File: config.mk
export PLATFORM = sky130hd
export DESIGN_NAME = vector_regfile
export DESIGN_NICKNAME = d
export VERILOG_FILES = /design/src/rtl/vrf_pkg.sv /design/src/rtl/vrf_load_stager.sv /design/src/rtl/vector_regfile.sv
export SDC_FILE = /design/constraint.sdc
export NUM_CORES = 2
export LEC_CHECK = 0
export CELL_PAD_IN_SITES_DETAIL_PLACEMENT = 1
export CELL_PAD_IN_SITES_GLOBAL_PLACEMENT = 2
export CORE_MARGIN = 5
export CORE_UTILIZATION = 46
export DETAILED_ROUTE_END_ITERATION = 8
export PLACE_DENSITY_LB_ADDON = 0.2
export REMOVE_ABC_BUFFERS = 1
export SLEW_MARGIN = 20
export SYNTH_ARGS = -nofsm -noshare
export SYNTH_HDL_FRONTEND = slang
export SYNTH_HIERARCHICAL = 1
export SYNTH_SLANG_ARGS = --single-unit
export TNS_END_PERCENT = 20
File: constraint.sdc
create_clock -name clk -period 4.2 [get_ports clk]
set_input_delay 1.26 -clock clk [delete_from_list [all_inputs] [get_ports clk]]
set_output_delay 1.26 -clock clk [all_outputs]
set_load 0.005 [all_outputs]
File: src/rtl/vrf_pkg.sv
// Shared types and helpers for the vector register file and its load stager.
// Widths are derived from the lane count so both modules stay in step.
package vrf_pkg;

    typedef enum logic [1:0] {
        VRF_IDLE,
        VRF_LOAD,
        VRF_COMMIT
    } vrfState_t;

    function automatic int laneIndexWidth(int numLanes);
        return $clog2(numLanes);
    endfunction

    function automatic int countWidth(int numLanes);
        return $clog2(numLanes) + 1;
    endfunction

    // A zero count means a full row; oversized counts also saturate at a full row.
    function automatic int effectiveCount(int count, int numLanes);
        return (count == 0 || count > numLanes) ? numLanes : count;
    endfunction

    function automatic int laneLsb(int lane, int laneW);
        return lane * laneW;
    endfunction

endpackage

File: src/rtl/vrf_load_stager.sv
// Lane-serial load engine: accepts beats over valid/ready, stages them, and
// presents the staged lanes as one masked row write for a single COMMIT cycle.
module vrf_load_stager
    import vrf_pkg::*;
#(
    parameter  int NUM_REGS  = 16,
    parameter  int LANE_W    = 32,
    parameter  int NUM_LANES = 4,
    localparam int ROW_W     = LANE_W * NUM_LANES,
    localparam int ADDR_W    = $clog2(NUM_REGS),
    localparam int LANE_IW   = laneIndexWidth(NUM_LANES),
    localparam int CNT_W     = countWidth(NUM_LANES)
) (
    input  logic                 clk,
    input  logic                 reset,
    input  logic                 ld_start,
    input  logic [ADDR_W-1:0]    ld_addr,
    input  logic [LANE_IW-1:0]   ld_first_lane,
    input  logic [CNT_W-1:0]     ld_count,
    input  logic                 ld_valid,
    input  logic [LANE_W-1:0]    ld_data,
    output logic                 ld_ready,
    output logic                 ld_busy,
    output logic                 ld_done,
    output logic                 commitEn,
    output logic [ADDR_W-1:0]    commitAddr,
    output logic [NUM_LANES-1:0] commitMask,
    output logic [ROW_W-1:0]     commitData
);

    vrfState_t            state;
    logic [LANE_IW-1:0]   pointer;
    logic [CNT_W-1:0]     remaining;
    logic [ADDR_W-1:0]    targetAddr;
    logic [NUM_LANES-1:0] stageMask;
    logic [ROW_W-1:0]     stageData;

    // Handshake flags are registered alongside the state so they change exactly with it.
    always_ff @(posedge clk) begin
        if (reset) begin
            state      <= VRF_IDLE;
            pointer    <= '0;
            remaining  <= '0;
            targetAddr <= '0;
            stageMask  <= '0;
            stageData  <= '0;
            ld_ready   <= 1'b0;
            ld_busy    <= 1'b0;
            ld_done    <= 1'b0;
        end else begin
            ld_done <= 1'b0;
            case (state)
                VRF_IDLE: begin
                    if (ld_start) begin
                        targetAddr <= ld_addr;
                        pointer    <= ld_first_lane;
                        remaining  <= CNT_W'(effectiveCount(int'(ld_count), NUM_LANES));
                        stageMask  <= '0;
                        state      <= VRF_LOAD;
                        ld_ready   <= 1'b1;
                        ld_busy    <= 1'b1;
                    end
                end
                VRF_LOAD: begin
                    if (ld_valid) begin
                        stageData[laneLsb(int'(pointer), LANE_W) +: LANE_W] <= ld_data;
                        stageMask[pointer] <= 1'b1;
                        pointer   <= pointer + LANE_IW'(1);
                        remaining <= remaining - CNT_W'(1);
                        if (remaining == CNT_W'(1)) begin
                            state    <= VRF_COMMIT;
                            ld_ready <= 1'b0;
                        end
                    end
                end
                VRF_COMMIT: begin
                    state   <= VRF_IDLE;
                    ld_busy <= 1'b0;
                    ld_done <= 1'b1;
                end
                default: begin
                    state    <= VRF_IDLE;
                    ld_ready <= 1'b0;
                    ld_busy  <= 1'b0;
                end
            endcase
        end
    end

    assign commitEn   = (state == VRF_COMMIT);
    assign commitAddr = targetAddr;
    assign commitMask = stageMask;
    assign commitData = stageData;

endmodule

File: src/rtl/vector_regfile.sv
// Vector register file: row array with two combinational read ports, a masked
// direct write port and a lane-serial load port that commits whole rows.
module vector_regfile
    import vrf_pkg::*;
#(
    parameter  int NUM_REGS  = 16,
    parameter  int LANE_W    = 32,
    parameter  int NUM_LANES = 4,
    localparam int ROW_W     = LANE_W * NUM_LANES,
    localparam int ADDR_W    = $clog2(NUM_REGS),
    localparam int LANE_IW   = laneIndexWidth(NUM_LANES),
    localparam int CNT_W     = countWidth(NUM_LANES)
) (
    input  logic                 clk,
    input  logic                 reset,
    input  logic [ADDR_W-1:0]    readAddress1,
    input  logic [ADDR_W-1:0]    readAddress2,
    output logic [ROW_W-1:0]     readData1,
    output logic [ROW_W-1:0]     readData2,
    input  logic                 writeEnable,
    input  logic [ADDR_W-1:0]    writeAddress,
    input  logic [NUM_LANES-1:0] writeLaneMask,
    input  logic [ROW_W-1:0]     writeData,
    input  logic                 ld_start,
    input  logic [ADDR_W-1:0]    ld_addr,
    input  logic [LANE_IW-1:0]   ld_first_lane,
    input  logic [CNT_W-1:0]     ld_count,
    input  logic                 ld_valid,
    input  logic [LANE_W-1:0]    ld_data,
    output logic                 ld_ready,
    output logic                 ld_busy,
    output logic                 ld_done
);

    logic [ROW_W-1:0]     rows [NUM_REGS];
    logic                 commitEn;
    logic [ADDR_W-1:0]    commitAddr;
    logic [NUM_LANES-1:0] commitMask;
    logic [ROW_W-1:0]     commitData;

    vrf_load_stager #(
        .NUM_REGS  (NUM_REGS),
        .LANE_W    (LANE_W),
        .NUM_LANES (NUM_LANES)
    ) loadStager (
        .clk           (clk),
        .reset         (reset),
        .ld_start      (ld_start),
        .ld_addr       (ld_addr),
        .ld_first_lane (ld_first_lane),
        .ld_count      (ld_count),
        .ld_valid      (ld_valid),
        .ld_data       (ld_data),
        .ld_ready      (ld_ready),
        .ld_busy       (ld_busy),
        .ld_done       (ld_done),
        .commitEn      (commitEn),
        .commitAddr    (commitAddr),
        .commitMask    (commitMask),
        .commitData    (commitData)
    );

    // Per-lane merge: a committing load owns its staged lanes, the direct write gets the rest.
    always_ff @(posedge clk) begin
        if (reset) begin
            for (int r = 0; r < NUM_REGS; r++) begin
                rows[r] <= '0;
            end
        end else begin
            for (int r = 0; r < NUM_REGS; r++) begin
                for (int l = 0; l < NUM_LANES; l++) begin
                    if (commitEn && commitAddr == ADDR_W'(r) && commitMask[l]) begin
                        rows[r][laneLsb(l, LANE_W) +: LANE_W] <= commitData[laneLsb(l, LANE_W) +: LANE_W];
                    end else if (writeEnable && writeAddress == ADDR_W'(r) && writeLaneMask[l]) begin
                        rows[r][laneLsb(l, LANE_W) +: LANE_W] <= writeData[laneLsb(l, LANE_W) +: LANE_W];
                    end
                end
            end
        end
    end

    assign readData1 = rows[readAddress1];
    assign readData2 = rows[readAddress2];

endmodule

# Word level (Yosys, flattened, before mapping)

Memories as Yosys holds them, arrays and structs flattened.
Cells that the tools add are included.
Widths: inputs -> output; s select.

Input bits: 190
Memories: 1
Word-level logic and storage cells: 959
Memory bits (writable): 2048
Output and inout port bits: 259
Bits in registers: 146

Memory list:

| memory | words | bits a word | read ports | clocked after memory_dff | write ports | RTL line             | RTL |
|---|---|---|---|---|---|---|---|
| rows   | 16    | 128         | 2          | 0                        | 16          | vector_regfile.sv:35 | `logic [ROW_W-1:0] rows [NUM_REGS];` |

Bitwise logic cells: 131
Equal/unequal tests: 36
Add/subtract/negate cells: 3
$lt $le $gt $ge: 3
Shift-type cells: 2
Muxes and demuxes: 601
Reductions and logical operators: 173

Operators with widths:

| operator                  | count |
|---|---|
| $mux 32                   | 128 |
| $mux 1                    | 455 |
| $logic_and 1x1->1         | 161 |
| $bwmux 128                | 1 |
| $or 1x1->1                | 128 |
| $shift 32x33->128 const A | 1 |
| $shiftx 32x33->128        | 1 |
| $eq 4x4->1 const B        | 16 |
| $neg 7->33                | 1 |
| $eq 4x3->1 const B        | 8 |
| $eq 4x2->1 const B        | 4 |
| $mux 2                    | 5 |
| $mux 3                    | 3 |
| $eq 4x1->1 const B        | 2 |
| $logic_not 4->1           | 2 |
| $mux 4                    | 2 |
| $pmux 2 s2                | 2 |
| $pmux 4 s2                | 1 |
| $pmux 3 s2                | 1 |
| $reduce_and 2->1          | 3 |
| $reduce_and 3->1          | 2 |
| $ne 2x2->1 const B        | 2 |
| $or 4x4->4                | 1 |
| $reduce_and 4->1          | 1 |
| other kinds (17)          | 18 |

# Longest topological paths before layout

Word-level depth: 8
Mapped depth: 10
Gate-level depth less buffers: 5

# Cells and area by module

The synthesis kept the hierarchy.

By module, submodules not included:

| module          | seq. area each (um^2) | instances | cells each | area an instance (um^2) |
|---|---|---|---|---|
| vector_regfile  | 61499.0               | 1         | 7596       | 118601.2 |
| vrf_load_stager | 2922.8                | 1         | 681        | 5669.2 |

# Worst setup path after synthesis

Ideal clock, no wire load.

Kind: input port to output port
Start: input readAddress1[0]
End: output readData1[52]
Slack: 91 ps
Data arrival time: 2849 ps
Required time: 2940 ps
Stages on the path: 7
Buffers on the path: 4
Cell sequence: clkbuf_1 -> buf_2 -> buf_2 -> buf_2 -> mux4_2 -> a22oi_1 -> nand2_1

Longest elaborated chain between the ends: 1

RTL lines:

| item            | RTL line             | RTL |
|---|---|---|
| start, declared | vector_regfile.sv:16 | `input logic [ADDR_W-1:0] readAddress1,` |
| $mem_v2 16x128  | -                    |  |
| end, declared   | vector_regfile.sv:18 | `output logic [ROW_W-1:0] readData1,` |

No other way between the ends.

# Worst setup path in the final report

Start: input readAddress2[1]
End: output readData2[32]

Longest elaborated chain between the ends: 1

RTL lines:

| item            | RTL line             | RTL |
|---|---|---|
| start, declared | vector_regfile.sv:17 | `input logic [ADDR_W-1:0] readAddress2,` |
| $mem_v2 16x128  | -                    |  |
| end, declared   | vector_regfile.sv:19 | `output logic [ROW_W-1:0] readData2,` |

No other way between the ends.

==> impl_metrics.tcl <==
set metrics [dict create \
    r2r_cells 5 \
    synth_top_family_by_area "multiplexers" \
    grt_max_degree 124 \
    synth_xor_area_frac 0 \
    rows 190 \
    drive_gt1_frac 0.375 \
    fillers 24101 \
    critPathMaxStageDelay_ps 500 \
    total_leakage_power_nw 59.6 \
    drc 0 \
    status "finished, violations left" \
    antenna_found_initial 80 \
    die_w_um 530 \
    synthAdderAreaFrac 0.00101 \
    drv_slew 0 \
    power_density_mw_per_mm2 367 \
    yosysUniqueCellTypes 71 \
    cts.sinks 2194 \
    fin_skew_ps 58.1 \
    wire_per_inst_um 44.8 \
    design.die.area_mm2 0.281 \
    grt_overflow 0 \
    synth_most_common_cell "edfxtp_1" \
    synth_edf_count 2048 \
    setup_viol 167 \
    drt_wl_total_um 581000 \
    synthTopCellsByArea "edfxtp_1 49%, mux4_2 17%, a22o_1 9.2%" \
    yosys_warnings 6 \
    ys_seq_elements 2194 \
    synth_mux_area_frac 0.248 \
    violations "setup timing" \
    path_clk_slew_ps 60 \
    fin_area_mm2 0.156 \
    critical_path.endpoint_type "output port" \
    clock_latency_ps 950 \
    ant_nets 0 \
    drtIter0Drc 14568 \
    hold_path_depth 2 \
    critPathTopFamily "buffers and inverters" \
    crit_slowest_cell "clkdlybuf4s50_1" \
    viasPerCell 7.54 \
    cts_tree "built" \
    seq_area_frac_synth 0.518 \
    fin_crit_sh 1.05 \
    grt_pass1_wl_um 793000 \
    cp_max_fo 7 \
    grt_setup_unrepaired "yes" \
    synth.top_cell.area_share 0.495 \
    placed_area_mm2 0.139 \
    hold_viol_final 0 \
    period_needed_ps 4410 \
    final_nets 9347 \
    worst_pin_slew_ps 1210 \
    clock_path_buffers 4 \
    critPathArrivalTime_ps 3150 \
    fin_ws_ps -210 \
    place_congestion 0.938 \
    cts_buffers 248 \
    synthSimpleGateAreaFrac 0.0429 \
    crit_buf_inv 5 \
    synth_compound_area_frac 0.146 \
    fp.coreArea_mm2 0.268 \
    vias 97793 \
    syn_inst 8277 \
    first_pass_iters 6 \
    ys_dominant_reg_cell "edfxtp_1" \
    cap_violations 0 \
    multi_input_area_mm2 0.0576 \
    ios 449 \
    cts_max_level 4 \
    irDropWorstVdd_v 0.000380 \
    r2r_start "loadStager/state[1]" \
    finalHoldWorstSlack_ps 554 \
    yosys.area.top_type "edfxtp_1" \
    min_to "loadStager/remaining[0]" \
    worst_r2r_endpoint "rows[15][71]" \
    fmax_mhz 227 \
    synthesis.area_mm2 0.124 \
    min_from "loadStager/remaining[0]" \
    startpoint_type "primary input" \
    utilization 0.581 \
    worstPathRequired_ps 2940 \
    grt_use_total 0.403 \
    slew_headroom 0.188 \
    start_util 0.463 \
    postSynth.asyncResetShare 0 \
    r2r_setup_slack_ps 650 \
    area.growth.synth_to_final_pct 25.6 \
    seq_area_mm2 0.0644 \
    syn-mean-instance-area_um2 15.0 \
    dp_hpwl_um 344000 \
    fp.dieH_um 530 \
    cts_hold_buf 0 \
    portBuffers 448 \
    grt_pass1_vias 99692 \
    critical_path_class "primary input to output port" \
    path_cells "bufbuf_16, buf_6, nand2b_2, buf_12, o22ai_1, o31ai_2, buf_4, clkdlybuf4s50_1" \
    ys_top_cells_by_count "2048 x edfxtp_1, 1300 x a22o_1, 958 x mux4_2" \
    final_cells 12975 \
    finalSetupTns_ps -13980 \
    cts-root-buf "clkbuf_16" \
    placed_cells 12101 \
    hold_path_class "register to register" \
]
cells in the final DEF, fill, tap and decap left out, drive strengths merged, types with 146 or more instances in the layout:
cell type,Yosys,final
edfxtp,2048,2048
buf,462,1344
a22o,1300,1300
mux4,958,958
mux2i,845,845
clkbuf,571,388
a22oi,345,345
nand2,299,299
nand2b,281,281
clkdlybuf4s50,0,192
o22ai,159,159
dfxtp,146,146
per-layer routing:
metal,share of wire,global-route usage,vias up
met5,0.00051,0,-
met4,0.077,0.279,44
met3,0.14,0.136,1964
met2,0.44,0.588,8076
met1,0.35,0.507,51242
li1,-,-,36467
worst min-delay path, delay by kind of cell (launching register included):
family                 cells  cell delay [ps]
buffers and inverters      1               90
DFF                        1              310
AOI/OAI and AO/OA          1               90
through the flow:
step / worst slack [ps] / power, W
floorplan: -1340 / 0.0287
global placement: -839 / 0.0335
detailed placement: -816 / 0.0338
CTS: -181 / 0.0567
global route: -211 / 0.0584
finish: -210 / 0.0572
state kept, by name, summed over array words and instances, names as in the netlist:
| signal | cells |
|---|---|
| loadStager/ld_busy | 1 |
| loadStager/commitAddr | 4 |
| loadStager/commitData | 128 |
| loadStager/ld_ready | 1 |
| rows | 2048 |
| loadStager/pointer | 2 |
| loadStager/ld_done | 1 |
| loadStager/state | 2 |
| loadStager/commitMask | 4 |
| loadStager/remaining | 3 |
final cells by class:
type,instances,share of cell area
Clock buffer,345,0.0443
Sequential cell,2194,0.413
Tap cell,3552,0.0285
Timing Repair Buffer,1713,0.136
Clock inverter,115,0.00838
Inverter,8,0.000192
Multi-Input combinational cell,4982,0.369
Antenna cell,66,0.00106
logic make-up after synthesis:
| group | count (synthesis) |
|---|---|
| mux | 1872 |
| compound gates | 2127 |
| simple gates | 973 |
| flops | 2194 |
| buf+inv | 1101 |
| fa+ha+maj | 10 |
report_power, final:
part           switching (W)  leakage (nW)  internal, W
Clock                0.00952          4.03       0.0130
Sequential          0.000643          21.3       0.0249
Combinational        0.00499          34.3      0.00415
how the worst max path moves through the flow:
stage                          startpoint              to  slack, ps  cells past startpoint
final                     readAddress2[1]   readData2[32]       -210                      8
after global routing      readAddress2[0]  readData2[123]       -210                      9
after CTS                 readAddress2[0]   readData2[56]       -180                      7
after detailed placement  readAddress2[0]   readData2[99]       -820                      8
after global placement    readAddress2[0]   readData2[99]       -840                      8
after floorplan           readAddress1[3]  readData1[100]      -1340                      3
timing repair:
| action | in CTS | in global routing |
|---|---|---|
| gates cloned | 58 | 2 |
| pin swaps | 236 | 141 |
| buffers inserted | 234 | 76 |
| gates resized for setup | 1110 | 368 |
| hold endpoints to repair | 0 | 0 |
| endpoints found under the setup margin | 256 | 237 |
(Power assumes the default switching activity.)
